$ cat config.mk
export PLATFORM = sky130hd
export DESIGN_NAME = router_pkt_reader
export DESIGN_NICKNAME = d
export VERILOG_FILES = /design/src/rtl/router_pkt_reader.sv
export SDC_FILE = /design/constraint.sdc
export NUM_CORES = 1
export LEC_CHECK = 0
export CAP_MARGIN = 20
export CORE_ASPECT_RATIO = 0.5
export CORE_MARGIN = 4
export CORE_UTILIZATION = 47
export CTS_CLUSTER_DIAMETER = 100
export DETAILED_ROUTE_END_ITERATION = 6
export PLACE_DENSITY = 0.78
export REMOVE_ABC_BUFFERS = 1
export SLEW_MARGIN = 30
export SYNTH_ARGS = -nofsm -noshare
export SYNTH_HDL_FRONTEND = slang
export SYNTH_SLANG_ARGS = --single-unit
export TNS_END_PERCENT = 50
$ cat constraint.sdc
create_clock -name clock -period 2.5 [get_ports clock]
set_clock_uncertainty 0.1 [all_clocks]
set_input_delay 0.25 -clock clock [delete_from_list [all_inputs] [get_ports clock]]
set_output_delay 0.25 -clock clock [all_outputs]
set_load 0.02 [all_outputs]
$ cat src/rtl/router_pkt_reader.sv
// ============================================================================
// Module   : router_pkt_reader
// Purpose  : Reads packets from a FIFO with a fixed read latency, tags
//            header/parity bytes, and checks parity. A 4-entry buffer feeds
//            the downstream port. A stall watchdog issues a soft reset.
// Revision : 1.0  initial release
// ============================================================================
`default_nettype none

module router_pkt_reader #(
  parameter int RD_LAT  = 2,
  parameter int TIMEOUT = 30
) (
  input  logic       clock,
  input  logic       resetn,
  input  logic       empty,
  input  logic [7:0] data_in,
  output logic       read_enb,
  output logic       soft_reset,
  input  logic       dest_ready,
  output logic [7:0] pkt_data,
  output logic       pkt_valid,
  output logic       pkt_sop,
  output logic       pkt_eop,
  output logic       parity_err,
  output logic       busy
);

  localparam logic [2:0] BUF_DEPTH = 3'd4;
  localparam logic [5:0] STALL_MAX = 6'(TIMEOUT - 1);

  typedef enum logic [1:0] {
    IDLE    = 2'd0,
    HEADER  = 2'd1,
    PAYLOAD = 2'd2,
    PARITY  = 2'd3
  } state_t;

  state_t            state;
  logic [RD_LAT-1:0] flight;
  logic [10:0]       buf_mem [4];
  logic [1:0]        wr_ptr;
  logic [1:0]        rd_ptr;
  logic [2:0]        count;
  logic [5:0]        stall_cnt;
  logic              sr_hold;
  logic [5:0]        len_left;
  logic [7:0]        parity;

  logic [2:0]        inflight_cnt;
  logic [2:0]        credit;
  logic              capture;
  logic              pop;
  logic              stall;
  logic              timeout;
  logic              is_header;
  logic              is_payload;
  logic              is_parity;
  logic [10:0]       head;

  always_comb begin
    inflight_cnt = '0;
    for (int i = 0; i < RD_LAT; i++) begin
      inflight_cnt = inflight_cnt + {2'b00, flight[i]};
    end
  end

  assign credit   = BUF_DEPTH - count - inflight_cnt;
  // Reads pause while soft_reset is high and for one cycle after it.
  assign read_enb = resetn && !empty && (credit != 3'd0) && !soft_reset && !sr_hold;

  assign capture  = flight[RD_LAT-1];
  assign pop      = pkt_valid && dest_ready;
  assign stall    = pkt_valid && !dest_ready;
  assign timeout  = stall && (stall_cnt == STALL_MAX);

  // HEADER is transient: a byte arriving there is classified by len_left.
  assign is_header  = (state == IDLE);
  assign is_payload = ((state == HEADER) || (state == PAYLOAD)) && (len_left != 6'd0);
  assign is_parity  = !is_header && !is_payload;

  assign head       = buf_mem[rd_ptr];
  assign pkt_valid  = (count != 3'd0);
  assign pkt_data   = pkt_valid ? head[7:0] : 8'h00;
  assign pkt_sop    = pkt_valid && head[8];
  assign pkt_eop    = pkt_valid && head[9];
  assign parity_err = pkt_valid && head[10];
  assign busy       = (state != IDLE) || (count != 3'd0) || (flight != '0);

  // Entry layout: {err, eop, sop, data}.
  always_ff @(posedge clock) begin
    if (capture && !timeout) begin
      buf_mem[wr_ptr] <= {is_parity && (parity != data_in), is_parity, is_header, data_in};
    end
  end

  always_ff @(posedge clock or negedge resetn) begin
    if (!resetn) begin
      state      <= IDLE;
      flight     <= '0;
      wr_ptr     <= 2'd0;
      rd_ptr     <= 2'd0;
      count      <= 3'd0;
      stall_cnt  <= 6'd0;
      soft_reset <= 1'b0;
      sr_hold    <= 1'b0;
      len_left   <= 6'd0;
      parity     <= 8'h00;
    end else begin
      soft_reset <= timeout;
      sr_hold    <= soft_reset;
      if (timeout) begin
        state     <= IDLE;
        flight    <= '0;
        wr_ptr    <= 2'd0;
        rd_ptr    <= 2'd0;
        count     <= 3'd0;
        stall_cnt <= 6'd0;
        len_left  <= 6'd0;
        parity    <= 8'h00;
      end else begin
        flight    <= RD_LAT'({flight, read_enb});
        stall_cnt <= stall ? stall_cnt + 6'd1 : 6'd0;
        if (capture) begin
          wr_ptr <= wr_ptr + 2'd1;
        end
        if (pop) begin
          rd_ptr <= rd_ptr + 2'd1;
        end
        count <= count + {2'b00, capture} - {2'b00, pop};

        if (capture) begin
          if (is_header) begin
            len_left <= data_in[7:2];
            parity   <= data_in;
            state    <= HEADER;
          end else if (is_payload) begin
            len_left <= len_left - 6'd1;
            parity   <= parity ^ data_in;
            state    <= (len_left == 6'd1) ? PARITY : PAYLOAD;
          end else begin
            parity   <= 8'h00;
            state    <= IDLE;
          end
        end else if (state == HEADER) begin
          state <= (len_left != 6'd0) ? PAYLOAD : PARITY;
        end
      end
    end
  end

endmodule

`default_nettype wire
==> impl_metrics.tcl <==
set metrics [dict create \
    number_of_global_route_vias_before_repair 2699 \
    cts_root_buf "sky130_fd_sc_hd__clkbuf_16" \
    worstMarginPinSlew_ps 720 \
    port_buffers 26 \
    min_path_type "reg -> reg" \
    min_delay_worst_endpoint "sr_hold" \
    drcViolationCount 0 \
    fp-row-count 23 \
    critPathKind "reg -> out" \
    final.period_utilization_pct 98.8 \
    post-synth-top-area-fraction_pct 34.2 \
    synth-seq-cells 77 \
    power_mw 5.87 \
    status "finished, final reports clean" \
    die-area_um2 9810 \
    cts.clk_slew.worst_paths_ps 60 \
    syn-mean-instance-area_um2 12.5 \
    setup_viol_count_final 0 \
    end_kind "output pin" \
    postSynth.asyncResetShare_pct 42.9 \
    syn_to_final_growth_pct 22.2 \
    holdWs_ps 300 \
    n_antenna_cell 0 \
    synth_largest_area_cell "sky130_fd_sc_hd__edfxtp_1" \
    vdd_drop_max_mv 0.449 \
    synth_sequential_area_ratio_pct 55.6 \
    synthesis.area_um2 3860 \
    die_w_um 136 \
    static-leakage-power_nw 1.92 \
    crit_path_max_fanout 2 \
    setup-tns-final_ps 0 \
    grt_overflow_total 0 \
    route.final.wire_length_um 8090 \
    cp.arrival_ps 2120 \
    die-height_um 72.1 \
    grt_pass1_wl_um 13200 \
    grt_usage_pct 17.4 \
    cts_buffers 9 \
    avg_vias_per_cell 5.45 \
    drt_pass1_iterations 4 \
    post_synth_num_cell_types 48 \
    slew_headroom_pct 51.7 \
    regToRegEndpoint "count[2]" \
    drtAntennaViolNets 0 \
    coreArea_um2 8000 \
    final_number_of_max_transition_violations 0 \
    fmax_mhz 405 \
    number_of_enable_flip_flop_cells_after_synthesis 44 \
    avgRoutedWirePerCell_um 17.2 \
    gpl.final_weighted_congestion 0.867 \
    most_frequent_standard_cell_in_the_layout_excluding_fill_and_tap_cells "sky130_fd_sc_hd__edfxtp_1" \
    final_layout_size_suffix_gt1_share_pct 19.6 \
    floorplan.io_pins 27 \
    power.density_nw_per_um2 1250 \
    clock_sink_count 77 \
    largest_net_degree_at_the_start_of_global_routing 34 \
    timing.hold.worst_path_depth 0 \
    rrSetupSlack_ps 90 \
    initial_core_utilization_pct 48.2 \
    layoutNonFillerInstCount 470 \
    dpl_wire_length_um 5390 \
    postSynthCellCount 309 \
    rr_startpoint "count[0]" \
    cts_tree "built" \
    ys_top_cells_by_area "sky130_fd_sc_hd__edfxtp_1 34%, sky130_fd_sc_hd__dfrtp_1 21%, sky130_fd_sc_hd__mux4_2 6.4%, sky130_fd_sc_hd__ha_1 5.5%, sky130_fd_sc_hd__xor2_1 2.5%" \
    cts_buffer_depth 2 \
    worst_skew_pair.late_latency_ps 330 \
    required_ps 2150 \
    grt_setup_unrepaired "true" \
    antenna_found_initial 0 \
    timing.critical_path.from_type "register" \
    fin_crit_ps 2470 \
    yosysWarningCount 0 \
    htree_num_levels 3 \
    synth_top_flop_cell "sky130_fd_sc_hd__edfxtp_1" \
    routed-via-count 2563 \
    maxCapViolations 0 \
    holdCritStartpoint "soft_reset" \
    dr.first_iter.drc_count 223 \
    worst-r2r-cell-count 13 \
    cts-hold-fix-buffers 0 \
    report.final.hold_viol_count 0 \
    design.final.nets 383 \
    place.detailed.instances 451 \
    final_cell_mix "44 x sky130_fd_sc_hd__edfxtp_1, 32 x sky130_fd_sc_hd__dfrtp_1, 24 x sky130_fd_sc_hd__nor2_1, 18 x sky130_fd_sc_hd__a21oi_1, 18 x sky130_fd_sc_hd__buf_4" \
]
[routing by layer]
layer	global-route usage (%)	up-vias	part of all wire, %
li1	-	1206	-
met1	22.2	1290	44
met2	31.0	58	52
met3	3.05	9	3.7
met4	5.25	0	1.2
met5	0	-	0
[state kept, by name, summed over array words and instances (netlist names)]
register / cells
buf_mem: 44
count: 3
flight: 2
len_left: 6
parity: 8
rd_ptr: 2
soft_reset: 1
sr_hold: 1
stall_cnt: 6
state: 2
wr_ptr: 2
[report_power, final]
group          internal, mW  switching [mW]
Clock                 0.687           0.536
Combinational          1.26            1.40
Sequential             1.73           0.263
[timing repair]
action                                  in CTS  in global routing
setup buffers                                0                  3
pin swaps                                    0                  7
endpoints found under the setup margin      13                 11
gates resized for setup                     10                 22
[worst max path at each step]
| stage | start | endpoint | slack (ps) | cells after the start |
|---|---|---|---|---|
| 3_3_place_gp | flight[1] | read_enb | -130 | 9 |
| 4_1_cts | flight[1] | read_enb | -80 | 9 |
| 3_5_place_dp | flight[1] | read_enb | -170 | 9 |
| 2_1_floorplan | flight[1] | read_enb | -320 | 8 |
| 6_report | flight[1] | read_enb | 30 | 9 |
| 5_1_grt | count[0] | count[2] | -60 | 13 |
[logic make-up after synthesis]
logic type / count (synthesis) / share of synthesized area, %
adders and majority gates: 18 / 6.03
and+or+nand+nor: 104 / 15.9
xor gates and xnor gates: 17 / 3.86
DFF: 77 / 55.6
buffers and inverters: 32 / 3.66
muxes: 14 / 7.20
AOI/OAI and AO/OA: 47 / 7.75
[final cells by class]
cell class / count / area [um^2]
Inverter: 20 / 75.1
Clock inverter: 7 / 58.8
Fill cell: 627 / 3280
Timing Repair Buffer: 45 / 425
Clock buffer: 9 / 225
Sequential cell: 77 / 2150
Multi-Input combinational cell: 200 / 1640
Tap cell: 112 / 140
[synthesized netlist by cell type, types with 2 or more instances]
| cell type | number |
|---|---|
| sky130_fd_sc_hd__a211oi_1 | 3 |
| sky130_fd_sc_hd__a21oi_1 | 18 |
| sky130_fd_sc_hd__and2_1 | 14 |
| sky130_fd_sc_hd__and3_1 | 4 |
| sky130_fd_sc_hd__and3b_1 | 5 |
| sky130_fd_sc_hd__buf_2 | 5 |
| sky130_fd_sc_hd__buf_6 | 2 |
| sky130_fd_sc_hd__clkbuf_1 | 5 |
| sky130_fd_sc_hd__dfrtp_1 | 33 |
| sky130_fd_sc_hd__edfxtp_1 | 44 |
| sky130_fd_sc_hd__ha_1 | 17 |
| sky130_fd_sc_hd__inv_1 | 18 |
| sky130_fd_sc_hd__inv_2 | 2 |
| sky130_fd_sc_hd__mux2i_1 | 3 |
| sky130_fd_sc_hd__mux4_2 | 11 |
| sky130_fd_sc_hd__nand2_1 | 17 |
| sky130_fd_sc_hd__nand2b_1 | 3 |
| sky130_fd_sc_hd__nand3_1 | 6 |
| sky130_fd_sc_hd__nor2_1 | 24 |
| sky130_fd_sc_hd__nor2b_1 | 7 |
| sky130_fd_sc_hd__nor3b_1 | 7 |
| sky130_fd_sc_hd__nor4_1 | 4 |
| sky130_fd_sc_hd__nor4b_1 | 2 |
| sky130_fd_sc_hd__o211ai_1 | 2 |
| sky130_fd_sc_hd__o21ai_0 | 13 |
| sky130_fd_sc_hd__or4_1 | 3 |
| sky130_fd_sc_hd__xnor2_1 | 6 |
| sky130_fd_sc_hd__xor2_1 | 11 |
[critical path, stage by stage (launching register included)]
cell	delay (ps)
sky130_fd_sc_hd__dfrtp_1	410
sky130_fd_sc_hd__ha_4	280
sky130_fd_sc_hd__inv_2	40
sky130_fd_sc_hd__ha_4	150
sky130_fd_sc_hd__ha_4	150
sky130_fd_sc_hd__xnor2_2	130
sky130_fd_sc_hd__xnor2_1	210
sky130_fd_sc_hd__nor3_2	70
sky130_fd_sc_hd__nor4_1	150
sky130_fd_sc_hd__buf_2	200
[through the flow]
step | util [%] | setup WS [ps] | area [um^2]
after floorplan | - | -325 | 3790
after global placement | 54.1 | -135 | 4330
after detailed placement | 54.1 | -168 | 4330
after CTS | 57.5 | -77.4 | 4600
after global routing | 59.0 | -63.7 | 4720
final | 59.0 | 30.7 | 4720
Power figures use the tool's default switching activity.
